[config.mk]
export PLATFORM = sky130hd
export DESIGN_NAME = memtest_sequencer
export DESIGN_NICKNAME = d
export VERILOG_FILES = /design/src/rtl/memtest_sequencer.sv
export SDC_FILE = /design/constraint.sdc
export NUM_CORES = 1
export LEC_CHECK = 0
export BUFFER_PORTS_ARGS = -buffer_cell sky130_fd_sc_hd__buf_2
export CORE_MARGIN = 3
export CORE_UTILIZATION = 53
export CTS_CLUSTER_SIZE = 30
export DETAILED_ROUTE_END_ITERATION = 8
export PLACE_DENSITY = 0.84
export SLEW_MARGIN = 0
export SYNTH_ARGS = -nofsm -noshare
export SYNTH_HDL_FRONTEND = slang
export SYNTH_SLANG_ARGS = --single-unit
[constraint.sdc]
create_clock -name clk -period 2.2 [get_ports clk]
set_input_delay 0.22 -clock clk [delete_from_list [all_inputs] [get_ports clk]]
set_output_delay 0.22 -clock clk [all_outputs]
set_load 0.01 [all_outputs]
[src/rtl/memtest_sequencer.sv]
// Write-then-verify memory test sequencer driving a save/restore/next vector generator and one memory port.
// Optional build macro MEMTEST_HALT_ON_ERR_EN: abort to IDLE on the first read mismatch.
module memtest_sequencer #(
    parameter int ADDR_W = 24,
    parameter int ERR_W  = 32,
    parameter int PASS_W = 16
) (
    input  logic              clk,
    input  logic              rst_n,
    input  logic              start,
    input  logic              stop,
    input  logic [ADDR_W-1:0] last_addr,
    output logic              busy,
    output logic              rnd_save,
    output logic              rnd_restore,
    output logic              rnd_next,
    input  logic [15:0]       rnd_vec,
    output logic              mem_req,
    output logic              mem_we,
    output logic [ADDR_W-1:0] mem_addr,
    output logic [15:0]       mem_wdata,
    input  logic              mem_ack,
    input  logic [15:0]       mem_rdata,
    output logic [PASS_W-1:0] pass_cnt,
    output logic [ERR_W-1:0]  err_cnt,
    output logic              err_flag,
    output logic [ADDR_W-1:0] last_err_addr
);

    // state     | meaning
    // IDLE      | waiting for start
    // SAVE      | snapshot generator state
    // WR        | write request held until ack
    // WR_STEP   | advance generator, next write address
    // RESTORE   | rewind generator to the snapshot
    // RD        | read request held until ack, compare
    // RD_STEP   | advance generator, next read address
    // PASS_END  | count pass, repeat or stop
    typedef enum logic [2:0] {
        S_IDLE, S_SAVE, S_WR, S_WR_STEP, S_RESTORE, S_RD, S_RD_STEP, S_PASS_END
    } state_t;

    state_t            state, state_nxt;
    logic [ADDR_W-1:0] addr;
    logic [ADDR_W-1:0] last_q;
    logic              stop_q;
    logic              at_last;
    logic              mismatch;

    assign at_last   = (addr == last_q);
    assign mismatch  = mem_ack && (mem_rdata != rnd_vec);
    assign mem_addr  = addr;
    assign mem_wdata = rnd_vec;

    always_ff @(posedge clk or negedge rst_n) begin
        if (!rst_n) state <= S_IDLE;
        else        state <= state_nxt;
    end

    always_comb begin
        state_nxt = state;
        case (state)
            S_IDLE:     if (start) state_nxt = S_SAVE;
            S_SAVE:     state_nxt = S_WR;
            S_WR:       if (mem_ack) state_nxt = S_WR_STEP;
            S_WR_STEP:  state_nxt = at_last ? S_RESTORE : S_WR;
            S_RESTORE:  state_nxt = S_RD;
            S_RD: begin
                if (mem_ack) begin
`ifdef MEMTEST_HALT_ON_ERR_EN
                    state_nxt = mismatch ? S_IDLE : S_RD_STEP;
`else
                    state_nxt = S_RD_STEP;
`endif
                end
            end
            S_RD_STEP:  state_nxt = at_last ? S_PASS_END : S_RD;
            S_PASS_END: state_nxt = stop_q ? S_IDLE : S_SAVE;
            default:    state_nxt = S_IDLE;
        endcase
    end

    always_comb begin
        busy        = (state != S_IDLE);
        rnd_save    = (state == S_SAVE);
        rnd_restore = (state == S_RESTORE);
        rnd_next    = (state == S_WR_STEP) || (state == S_RD_STEP);
        mem_req     = (state == S_WR) || (state == S_RD);
        mem_we      = (state == S_WR);
    end

    always_ff @(posedge clk or negedge rst_n) begin
        if (!rst_n) begin
            addr          <= '0;
            last_q        <= '0;
            stop_q        <= 1'b0;
            pass_cnt      <= '0;
            err_cnt       <= '0;
            err_flag      <= 1'b0;
            last_err_addr <= '0;
        end else begin
            if (state == S_IDLE) begin
                if (start) begin
                    // a stop arriving with start is kept so exactly one pass runs
                    stop_q        <= stop;
                    last_q        <= last_addr;
                    pass_cnt      <= '0;
                    err_cnt       <= '0;
                    err_flag      <= 1'b0;
                    last_err_addr <= '0;
                end
            end else if (stop) begin
                stop_q <= 1'b1;
            end

            case (state)
                S_SAVE, S_RESTORE: addr <= '0;
                S_WR_STEP, S_RD_STEP: if (!at_last) addr <= addr + 1'b1;
                default: ;
            endcase

            if (state == S_RD && mismatch) begin
                if (!(&err_cnt)) err_cnt <= err_cnt + 1'b1;
                err_flag      <= 1'b1;
                last_err_addr <= addr;
            end

            if (state == S_PASS_END) pass_cnt <= pass_cnt + 1'b1;
        end
    end

endmodule

==> impl_metrics.py, run 1 <==
metrics = {
    "yosys": {
        "ys_top_cells_by_count": "184 x nand2_1, 125 x dfrtp_1, 53 x o21ai_0",
        "synth_top_family_by_area": "simple AND/OR/NAND/NOR gates",
        "synth.top_cells.by_area": "dfrtp_1 46%, nand2_1 10%, xor2_1 5.5%",
        "yosys.cell_types.count": 61,
        "synthSimpleGateAreaFrac_pct": 26.8,
        "post_synth_xor_area_fraction_pct": 6.10,
        "synth_fp_nets": 798,
        "synth.yosys.seq_area_share_pct": 46.5,
        "share_of_the_synthesized_area_in_compound_gates_ao_oa_aoi_oai_pct": 11.4,
        "synth-warning-count": 0,
        "yosys_reg_bits": 125,
        "synth.largest_area_cell": "dfrtp_1",
        "synthFlopType": "dfrtp_1",
        "syn-cell-area_um2": 6730,
        "synthesis.instances": 734,
        "synth-edff-count": 0,
        "synth_most_common_cell": "nand2_1",
        "netlist.area_leader.share_pct": 46.5,
        "syn_area_per_cell_um2": 9.17,
        "postSynth.asyncResetShare_pct": 100,
        "share_of_synthesized_area_spent_on_multiplexers_pct": 3.76,
        "synth_adder_area_share_pct": 0.558,
    },
    "placement": {
        "dp_hpwl_um": 13500,
        "pre_cts_slack_ns": 0.0488,
        "place.port_buffers": 179,
        "placedInstanceArea_um2": 7950,
        "finalWeightedCongestion": 0.906,
        "dp.cells": 1077,
    },
    "cells_and_area": {
        "fin_area_um2": 8720,
        "area_delta_synth_final_pct": 29.7,
        "antenna-diode-count": 0,
        "fillers": 925,
        "final_cell_count_no_fill": 1125,
        "drive_above_1_share_pct": 30.2,
        "multiInputGateArea_um2": 3280,
        "final-seq-area_um2": 3130,
        "finalNetCount": 1008,
    },
    "cts": {
        "cts_max_path_buffers": 2,
        "number_of_buffers_added_by_the_clock_tree_synthesis_step": 17,
        "clock_tree.root_cell": "clkbuf_16",
        "cts_max_level": 4,
        "cts_tree": "yes",
        "clock_insertion_delay_worst_skew_ns": 0.42,
        "path_clk_slew_ns": 0.06,
        "tritoncts_num_sinks": 125,
    },
    "critical_path": {
        "crit_path_cell_trace": "nor3_4 -> nand2_2 -> nand4_1 -> nand3_1 -> buf_12 -> nor4_2 -> mux2i_1",
        "worst-setup-path-type": "register to register",
        "required_ns": 2.55,
        "cpPeakStageDelay_ns": 0.50,
        "worst_setup_path_end_kind": "register",
        "arrival_time_reported_for_the_critical_path_endpoint_ns": 2.39,
        "startpoint": "state[2]",
        "worst-path-max-fanout": 23,
        "critPathLaunchType": "register",
        "standard_cell_with_the_maximum_stage_delay_on_the_critical_path": "dfrtp_1",
        "reg2reg_from": "state[2]",
    },
    "floorplanning": {
        "chipWidth_um": 119,
        "design.core.area_um2": 12200,
        "io-pin-count": 180,
        "floorplan.initialDensity_pct": 55.1,
        "floorplan.die_area_um2": 14100,
        "die-height_um": 119,
        "row_count": 40,
    },
    "sta": {
        "final_min_period_ns": 2.04,
        "slew_violations": 0,
        "fin_tns_setup_ns": 0,
        "rsz0062_at_grt": "false",
        "setup-violations-final": 0,
        "timing.final.ws_setup_ns": 0.158,
        "timing_worst_slew_pin_value_ns": 0.568,
        "worst_clock_skew_ns": 0.00798,
        "timing.slew.headroom_pct": 62.0,
        "post-route-period-util_pct": 92.8,
        "max_freq_mhz": 490,
        "final_hold_vios": 0,
    },
    "routing": {
        "viasPerCell": 5.74,
        "number_of_drc_violations_after_detailed_routing_iteration_0": 591,
        "drc": 0,
        "route.antenna.remaining_nets": 0,
        "drt_first_pass_iters": 5,
        "via_count": 6463,
        "detail_route.wl_per_cell_um": 17.1,
        "finalWirelength_um": 19300,
    },
    "global_routing": {
        "grt_first_pass_wirelength_um": 30900,
        "largest_net_degree_at_the_start_of_global_routing": 65,
        "overflow": 0,
        "grtUsageTotal_pct": 27.4,
        "first_global_vias": 6173,
        "antenna_violations_before_repair": 0,
    },
    "status": {
        "status": "finished clean",
    },
    "power_and_ir_drop": {
        "cell_leakage_power_nw": 4.42,
        "power.total_mw": 7.52,
        "max-vdd-ir-drop_uv": 436,
        "power.density_cell_area_nw_per_um2": 862,
    },
    "min_path": {
        "worstHoldPathType": "input port to register",
        "worst_hold_start": "last_addr[2]",
    },
    "run": {
        "maxCapViolCount": 0,
    },
}
==> through the flow <==
stage	utilization [%]	hold slack, ns
5_1_grt	71.4	0.00145
3_3_place_gp	65.1	0.0482
4_1_cts	71.3	0.00255
3_5_place_dp	65.1	0.0485
2_1_floorplan	-	-0.0756
6_report	71.4	0.00723
==> worst paths after layout <==
path                       slack, ns  depth (start not counted)            to
max                             0.16                          7   err_cnt[31]
min                            0.007                          3     last_q[2]
max reg2reg                     0.16                          7   err_cnt[31]
min reg2reg                     0.47                          1      err_flag
max in group asynchronous       1.48                          3   mem_addr[6]
min in group asynchronous       0.16                          2  pass_cnt[11]
==> layer usage <==
layer	GRT usage (%)	vias up	wire length, um
met2	43.3	295	9410
li1	-	3007	-
met1	35.3	3118	7810
met5	0	-	0
met4	12.6	0	634
met3	7.22	43	1410
==> area by class of cell <==
type,count,share of cell area [%]
clock buffer,22,5.55
tap,168,2.41
sequential,125,35.9
multi-input combinational,549,37.6
inverter,10,0.430
clock inverter,10,1.29
timing repair buffer,241,16.8
==> cells in the final DEF, fill, tap and decap left out, types with 10 or more instances in the layout <==
| master | Yosys | routed |
|---|---|---|
| a21oi_1 | 18 | 17 |
| and2_1 | 11 | 11 |
| and3_1 | 21 | 20 |
| buf_2 | 14 | 178 |
| buf_4 | 18 | 42 |
| clkbuf_16 | 0 | 17 |
| dfrtp_1 | 125 | 123 |
| dlygate4sd3_1 | 0 | 16 |
| mux2i_1 | 23 | 23 |
| nand2_1 | 184 | 183 |
| nand3_1 | 29 | 29 |
| nand4_1 | 28 | 28 |
| nor2_1 | 20 | 20 |
| nor4_1 | 13 | 12 |
| o211ai_1 | 13 | 13 |
| o21ai_0 | 53 | 53 |
| o31ai_1 | 10 | 10 |
| xor2_1 | 42 | 42 |
==> state kept, by name, indices dropped and copies added, names as in the netlist <==
signal / cells
err_cnt: 32
err_flag: 1
last_err_addr: 24
last_q: 24
mem_addr: 24
pass_cnt: 16
state: 3
stop_q: 1
==> where the power goes <==
group | total (mW) | internal, mW | switching (mW)
combinational | 1.57 | 0.684 | 0.887
clock | 2.80 | 1.78 | 1.02
sequential | 3.15 | 2.72 | 0.431
==> logic make-up after synthesis <==
group / Yosys count
muxes: 25
AOI/OAI and AO/OA: 122
xor gates and xnor gates: 46
and+or+nand+nor: 353
buffers and inverters: 60
DFF: 125
adders and majority gates: 3
==> worst max-delay path: cells and delay by family (launching register included) <==
kind | cells | cell delay [ns]
and+or+nand+nor | 5 | 1.04
DFF | 1 | 0.50
muxes | 1 | 0.22
buffers and inverters | 1 | 0.21
==> repair_timing <==
item,CTS,global route
endpoints found under the hold margin,140,0
setup buffers,0,0
hold buffers,16,0
resized for setup,0,8
endpoints found under the setup margin,0,26
Note: power is estimated with default switching activity, not from simulation.
==> run 2: changes to the inputs <==
Settings changed: CELL_PAD_IN_SITES_DETAIL_PLACEMENT set to 1, CELL_PAD_IN_SITES_GLOBAL_PLACEMENT set to 2, CORE_UTILIZATION 53 to 32, PLACE_DENSITY 0.84 to 0.85.
==> run 2 against run 1 <==
Effect of this change: clock power is 13% higher; flip-flop and latch count stayed put; core utilization is 28 points lower; clock-buffer cell count stayed put; sequential power hardly changed; routed wire length is 13% higher; cell count is 10% higher; fmax is 1.3% lower; worst setup slack worse by 0.026 ns; total power is 4.5% higher; highest routed layer unchanged.
==> impl_metrics.py, run 2 (synthesis results as in run 1) <==
metrics = {
    "critical_path": {
        "critPathLaunchType": "register",
        "worst_setup_path_end_kind": "register",
        "worst-setup-path-type": "register to register",
        "worst_path_dominant_cell_family": "simple AND/OR/NAND/NOR gates",
        "arrival_time_reported_for_the_critical_path_endpoint_ns": 2.39,
        "worst-path-max-fanout": 8,
        "cpPeakStageDelay_ns": 0.50,
        "worst-path-buf-inv": 1,
        "standard_cell_with_the_maximum_stage_delay_on_the_critical_path": "dfrtp_1",
        "required_ns": 2.52,
        "crit_path_cell_trace": "xor2_1 -> nor4_2 -> and4_1 -> nand2_1 -> buf_4 -> nand4_1 -> mux2i_1",
    },
    "cts": {
        "clock_tree.root_cell": "clkbuf_16",
        "clock_insertion_delay_worst_skew_ns": 0.41,
        "cts_tree": "yes",
        "tritoncts_num_sinks": 125,
        "number_of_buffers_added_by_the_clock_tree_synthesis_step": 17,
        "path_clk_slew_ns": 0.06,
        "cts_max_level": 4,
        "cts_max_path_buffers": 2,
    },
    "power_and_ir_drop": {
        "max-vdd-ir-drop_uv": 493,
        "cell_leakage_power_nw": 4.52,
        "power.density_cell_area_nw_per_um2": 877,
    },
    "floorplanning": {
        "row_count": 52,
        "chipWidth_um": 151,
        "floorplan.initialDensity_pct": 32.9,
        "floorplan.die_area_um2": 22800,
        "die-height_um": 151,
        "io-pin-count": 180,
        "design.core.area_um2": 20400,
    },
    "global_routing": {
        "antenna_violations_before_repair": 0,
        "grt_first_pass_wirelength_um": 34700,
        "overflow": 0,
        "largest_net_degree_at_the_start_of_global_routing": 52,
        "grtUsageTotal_pct": 19.2,
        "first_global_vias": 6427,
    },
    "routing": {
        "number_of_drc_violations_after_detailed_routing_iteration_0": 267,
        "via_count": 6311,
        "route.antenna.remaining_nets": 0,
        "detail_route.wl_per_cell_um": 17.6,
        "viasPerCell": 5.10,
        "drt_first_pass_iters": 4,
        "drc": 0,
        "finalWirelength_um": 21800,
    },
    "placement": {
        "place.port_buffers": 179,
        "dp_hpwl_um": 16000,
        "finalWeightedCongestion": 0.805,
    },
    "sta": {
        "fin_tns_setup_ns": 0,
        "max_freq_mhz": 483,
        "setup-violations-final": 0,
        "final_hold_vios": 0,
        "slew_violations": 0,
        "post-route-period-util_pct": 94.0,
        "rsz0062_at_grt": "false",
        "timing.slew.headroom_pct": 56.8,
        "worst_clock_skew_ns": 0.00755,
        "timing_worst_slew_pin_value_ns": 0.648,
        "final_min_period_ns": 2.07,
    },
    "cells_and_area": {
        "antenna-diode-count": 0,
        "finalNetCount": 1018,
        "most_frequent_standard_cell_in_the_layout_excluding_fill_and_tap_cells": "nand2_1",
        "postLayoutCoreUtil_pct": 43.9,
        "largest_register_ffs": 32,
        "drive_above_1_share_pct": 31.1,
        "area_delta_synth_final_pct": 33.2,
        "most-common-layout-cells": "184 x nand2_1, 178 x buf_2, 124 x dfrtp_1, 58 x buf_4, 52 x o21ai_0",
        "regMostFlops": "err_cnt",
    },
    "min_path": {
        "worstHoldPathType": "input port to register",
    },
    "run": {
        "maxCapViolCount": 0,
    },
    "status": {
        "status": "finished clean",
    },
}
==> run 2: path summary, 6_finish.rpt <==
kind | from | to | slack, ns | cells past startpoint
max in group asynchronous | rst_n | err_flag | 1.05 | 3
worst max-delay path | mem_addr[15] | mem_addr[23] | 0.13 | 7
worst min register to register | err_flag | err_flag | 0.47 | 1
min in group asynchronous | rst_n | last_q[19] | 0.38 | 2
worst min-delay path | last_addr[11] | last_q[11] | 0.01 | 3
worst max register to register | mem_addr[15] | mem_addr[23] | 0.13 | 7
==> run 2: per-stage QoR <==
stage	instances	total power, mW	hold slack (ns)	area (um2)	setup slack (ns)
2_1_floorplan	734	3.98	-0.0756	6730	0.304
3_3_place_gp	1191	4.65	0.290	8160	0.0680
3_5_place_dp	1191	4.72	0.296	8160	0.0402
4_1_cts	1234	7.92	0.000939	8920	0.0185
5_1_grt	1237	8.28	0.00629	8960	0.0133
6_report	1237	7.86	0.0114	8960	0.131
==> run 2: layout make-up <==
| cell class | count | area [um2] |
|---|---|---|
| fill | 2432 | 11500 |
| clock buffer | 22 | 474 |
| tap | 270 | 338 |
| clock inverter | 10 | 185 |
| sequential | 125 | 3130 |
| timing repair buffer | 251 | 1520 |
| multi-input combinational | 549 | 3280 |
| inverter | 10 | 37.5 |
==> run 2: repair_timing <==
| action | in CTS | in global routing |
|---|---|---|
| hold endpoints to repair | 53 | 0 |
| setup buffers | 0 | 3 |
| endpoints found under the setup margin | 0 | 30 |
| resized for setup | 0 | 5 |
| hold buffers | 11 | 0 |
==> run 2: tightest hold or removal path: stages <==
cell and delay (ns):
buf_2 0.08, nand2_1 0.04, nand2_1 0.05
==> run 2: report_power, final <==
part	switching [mW]	internal (mW)	total (mW)	leakage, nW
Clock	1.06	2.10	3.16	0.320
Sequential	0.424	2.72	3.14	1.68
Combinational	0.870	0.690	1.56	2.52
Total	2.35	5.51	7.86	4.52
==> run 2: metal layers <==
layer	GRT usage, %	vias up	part of all wire (%)
li1	-	3032	-
met1	26.0	3127	46
met2	31.8	136	49
met3	3.32	16	4.1
met4	4.81	0	1.1
met5	0	-	0
==> run 3: changes to the inputs <==
Settings changed: BUFFER_PORTS_ARGS -buffer_cell sky130_fd_sc_hd__buf_2 to unset, CELL_PAD_IN_SITES_DETAIL_PLACEMENT 1 to 0, CELL_PAD_IN_SITES_GLOBAL_PLACEMENT 2 to 1, CORE_UTILIZATION 32 to 48, DONT_BUFFER_PORTS set to 1, PLACE_DENSITY 0.85 to 0.84.
==> run 3 against run 2 <==
Effect of this change: register-to-register slack hardly changed; largest power group is now registers; sequential share of layout area is 3.9 points higher; the flow now finishes with violations (negative hold slack); combinational power is 23% lower.
==> impl_metrics.py, run 3 (synthesis results as in run 1) <==
metrics = {
    "routing": {
        "route.antenna.remaining_nets": 0,
        "drc": 0,
        "number_of_drc_violations_after_detailed_routing_iteration_0": 403,
        "finalWirelength_um": 18400,
        "detail_route.wl_per_cell_um": 18.7,
        "drt_first_pass_iters": 5,
        "viasPerCell": 5.90,
        "via_count": 5796,
    },
    "floorplanning": {
        "floorplan.initialDensity_pct": 50.0,
        "io-pin-count": 180,
        "design.core.area_um2": 13500,
        "floorplan.die_area_um2": 15500,
        "chipWidth_um": 124,
        "die-height_um": 124,
        "row_count": 42,
    },
    "global_routing": {
        "gr-usage-met3_pct": 8.62,
        "grtUsageMet1_pct": 29.3,
        "grt_first_pass_wirelength_um": 30300,
        "antenna_violations_before_repair": 0,
        "first_global_vias": 5832,
        "overflow": 0,
        "largest_net_degree_at_the_start_of_global_routing": 126,
        "busiest_layer": "met2",
        "grtUsageTotal_pct": 24.0,
        "groute.layer.met2.usage_pct": 38.7,
    },
    "status": {
        "violations": "negative hold slack",
        "status": "complete, but fails checks",
    },
    "placement": {
        "pre_cts_slack_ns": 0.0781,
        "placedInstanceArea_um2": 7170,
        "place.port_buffers": 0,
        "dp_hpwl_um": 13000,
        "finalWeightedCongestion": 0.903,
    },
    "critical_path": {
        "crit_path_cell_trace": "xor2_1 -> nor4_2 -> nand4_2 -> o21ai_0 -> o21ai_0 -> a211oi_1",
        "worst_setup_path_end_kind": "register",
        "startpoint": "mem_addr[7]",
        "worst-path-buf-inv": 0,
        "required_ns": 2.51,
        "arrival_time_reported_for_the_critical_path_endpoint_ns": 2.36,
        "critPathLaunchType": "register",
        "worst-setup-path-type": "register to register",
        "standard_cell_with_the_maximum_stage_delay_on_the_critical_path": "dfrtp_1",
        "worst-path-max-fanout": 6,
        "cpMostUsedCell": "o21ai_0",
        "cpPeakStageDelay_ns": 0.50,
        "reg2reg_from": "mem_addr[7]",
        "worst_path_dominant_cell_family": "compound AO/OA/AOI/OAI gates",
    },
    "sta": {
        "fin_tns_setup_ns": 0,
        "rsz0062_at_grt": "false",
        "max_freq_mhz": 486,
        "timing.slew.headroom_pct": 67.5,
        "post-route-period-util_pct": 93.4,
        "setup-violations-final": 0,
        "finalHoldWorstSlack_ns": -0.503,
        "final_hold_vios": 125,
        "final_min_period_ns": 2.06,
        "worst_clock_skew_ns": 0.00883,
        "timing_worst_slew_pin_value_ns": 0.484,
        "slew_violations": 0,
        "timing.final.ws_setup_ns": 0.144,
    },
    "cells_and_area": {
        "regMostFlops": "err_cnt",
        "fin_area_um2": 8060,
        "antenna-diode-count": 0,
        "most-common-layout-cells": "184 x nand2_1, 123 x dfrtp_1, 61 x buf_4, 53 x o21ai_0, 42 x xor2_1",
        "largest_register_ffs": 32,
        "finalNetCount": 859,
        "drive_above_1_share_pct": 15.1,
        "most_frequent_standard_cell_in_the_layout_excluding_fill_and_tap_cells": "nand2_1",
        "area_delta_synth_final_pct": 19.7,
    },
    "power_and_ir_drop": {
        "netSwitchingFraction_pct": 29.5,
        "power.clock.fraction_pct": 38.8,
        "power.density_cell_area_nw_per_um2": 896,
        "cell_leakage_power_nw": 3.73,
        "seqPwrFrac_pct": 44.6,
        "max-vdd-ir-drop_uv": 467,
        "internal-power_mw": 5.09,
        "power.total_mw": 7.21,
        "share_of_power_burned_in_combinational_logic_pct": 16.6,
        "power_switching_mw": 2.13,
    },
    "cts": {
        "cts_tree": "yes",
        "tritoncts_num_sinks": 125,
        "cts_max_level": 4,
        "clock_insertion_delay_worst_skew_ns": 0.42,
        "cts_hold_repair.buffers": 27,
        "number_of_buffers_added_by_the_clock_tree_synthesis_step": 17,
        "clock_tree.root_cell": "clkbuf_16",
        "cts_max_path_buffers": 2,
        "path_clk_slew_ns": 0.06,
    },
    "run": {
        "maxCapViolCount": 0,
    },
    "min_path": {
        "worstHoldPathType": "input port to asynchronous set/reset pin",
    },
}
==> run 3: changes by cell type in the layout (fill, tap and decap cells not counted), sizes merged <==
cell         delta
buf           -175
bufinv          -2
clkbuf          +1
clkinv          +1
clkinvlp        -1
dlygate4sd3    +16
==> run 3: timing repair <==
item,in CTS,in global routing
endpoints found under the setup margin,0,28
setup buffers,0,1
resized for setup,0,5
hold endpoints to repair,151,125
==> run 3: area by class of cell <==
class                   instances  area, um2
flip-flops and latches        125       3130
fillers                      1176       5400
repair buffers                 92        808
inverters                      10       37.5
clock buffers                  23        468
multi-input cells             549       3280
clock inverters                 8        115
well taps                     176        220
==> run 3: power by group through the flow <==
stage	logic [mW]	registers [mW]	clock network, mW
after floorplan	0.778	3.20	0
after global placement	1.09	3.24	0
after detailed placement	1.13	3.26	0
after CTS	1.18	3.22	2.85
after global routing	1.33	3.28	2.96
final	1.20	3.22	2.80
==> run 3: metrics by stage <==
step           utilization [%]  cells
6_report                  59.9    983
5_1_grt                   59.9    983
4_1_cts                   59.6    982
3_5_place_dp              53.3    924
3_3_place_gp              53.3    924
2_1_floorplan                -    734
==> run 3: final timing paths <==
path                                end  slack [ns]  cells after the start
max                            state[1]        0.14                      6
min                        pass_cnt[13]       -0.50                      0
max reg2reg                    state[1]        0.14                      6
min reg2reg                   last_q[1]        0.50                      2
max in group asynchronous    last_q[21]        2.49                      0
min in group clk               state[0]        0.05                      2
==> run 3: layer usage <==
layer | routed length, um | vias to the layer above
met5 | 0 | -
met4 | 451 | 0
met3 | 1440 | 34
met2 | 9100 | 188
met1 | 7410 | 2862
li1 | - | 2712
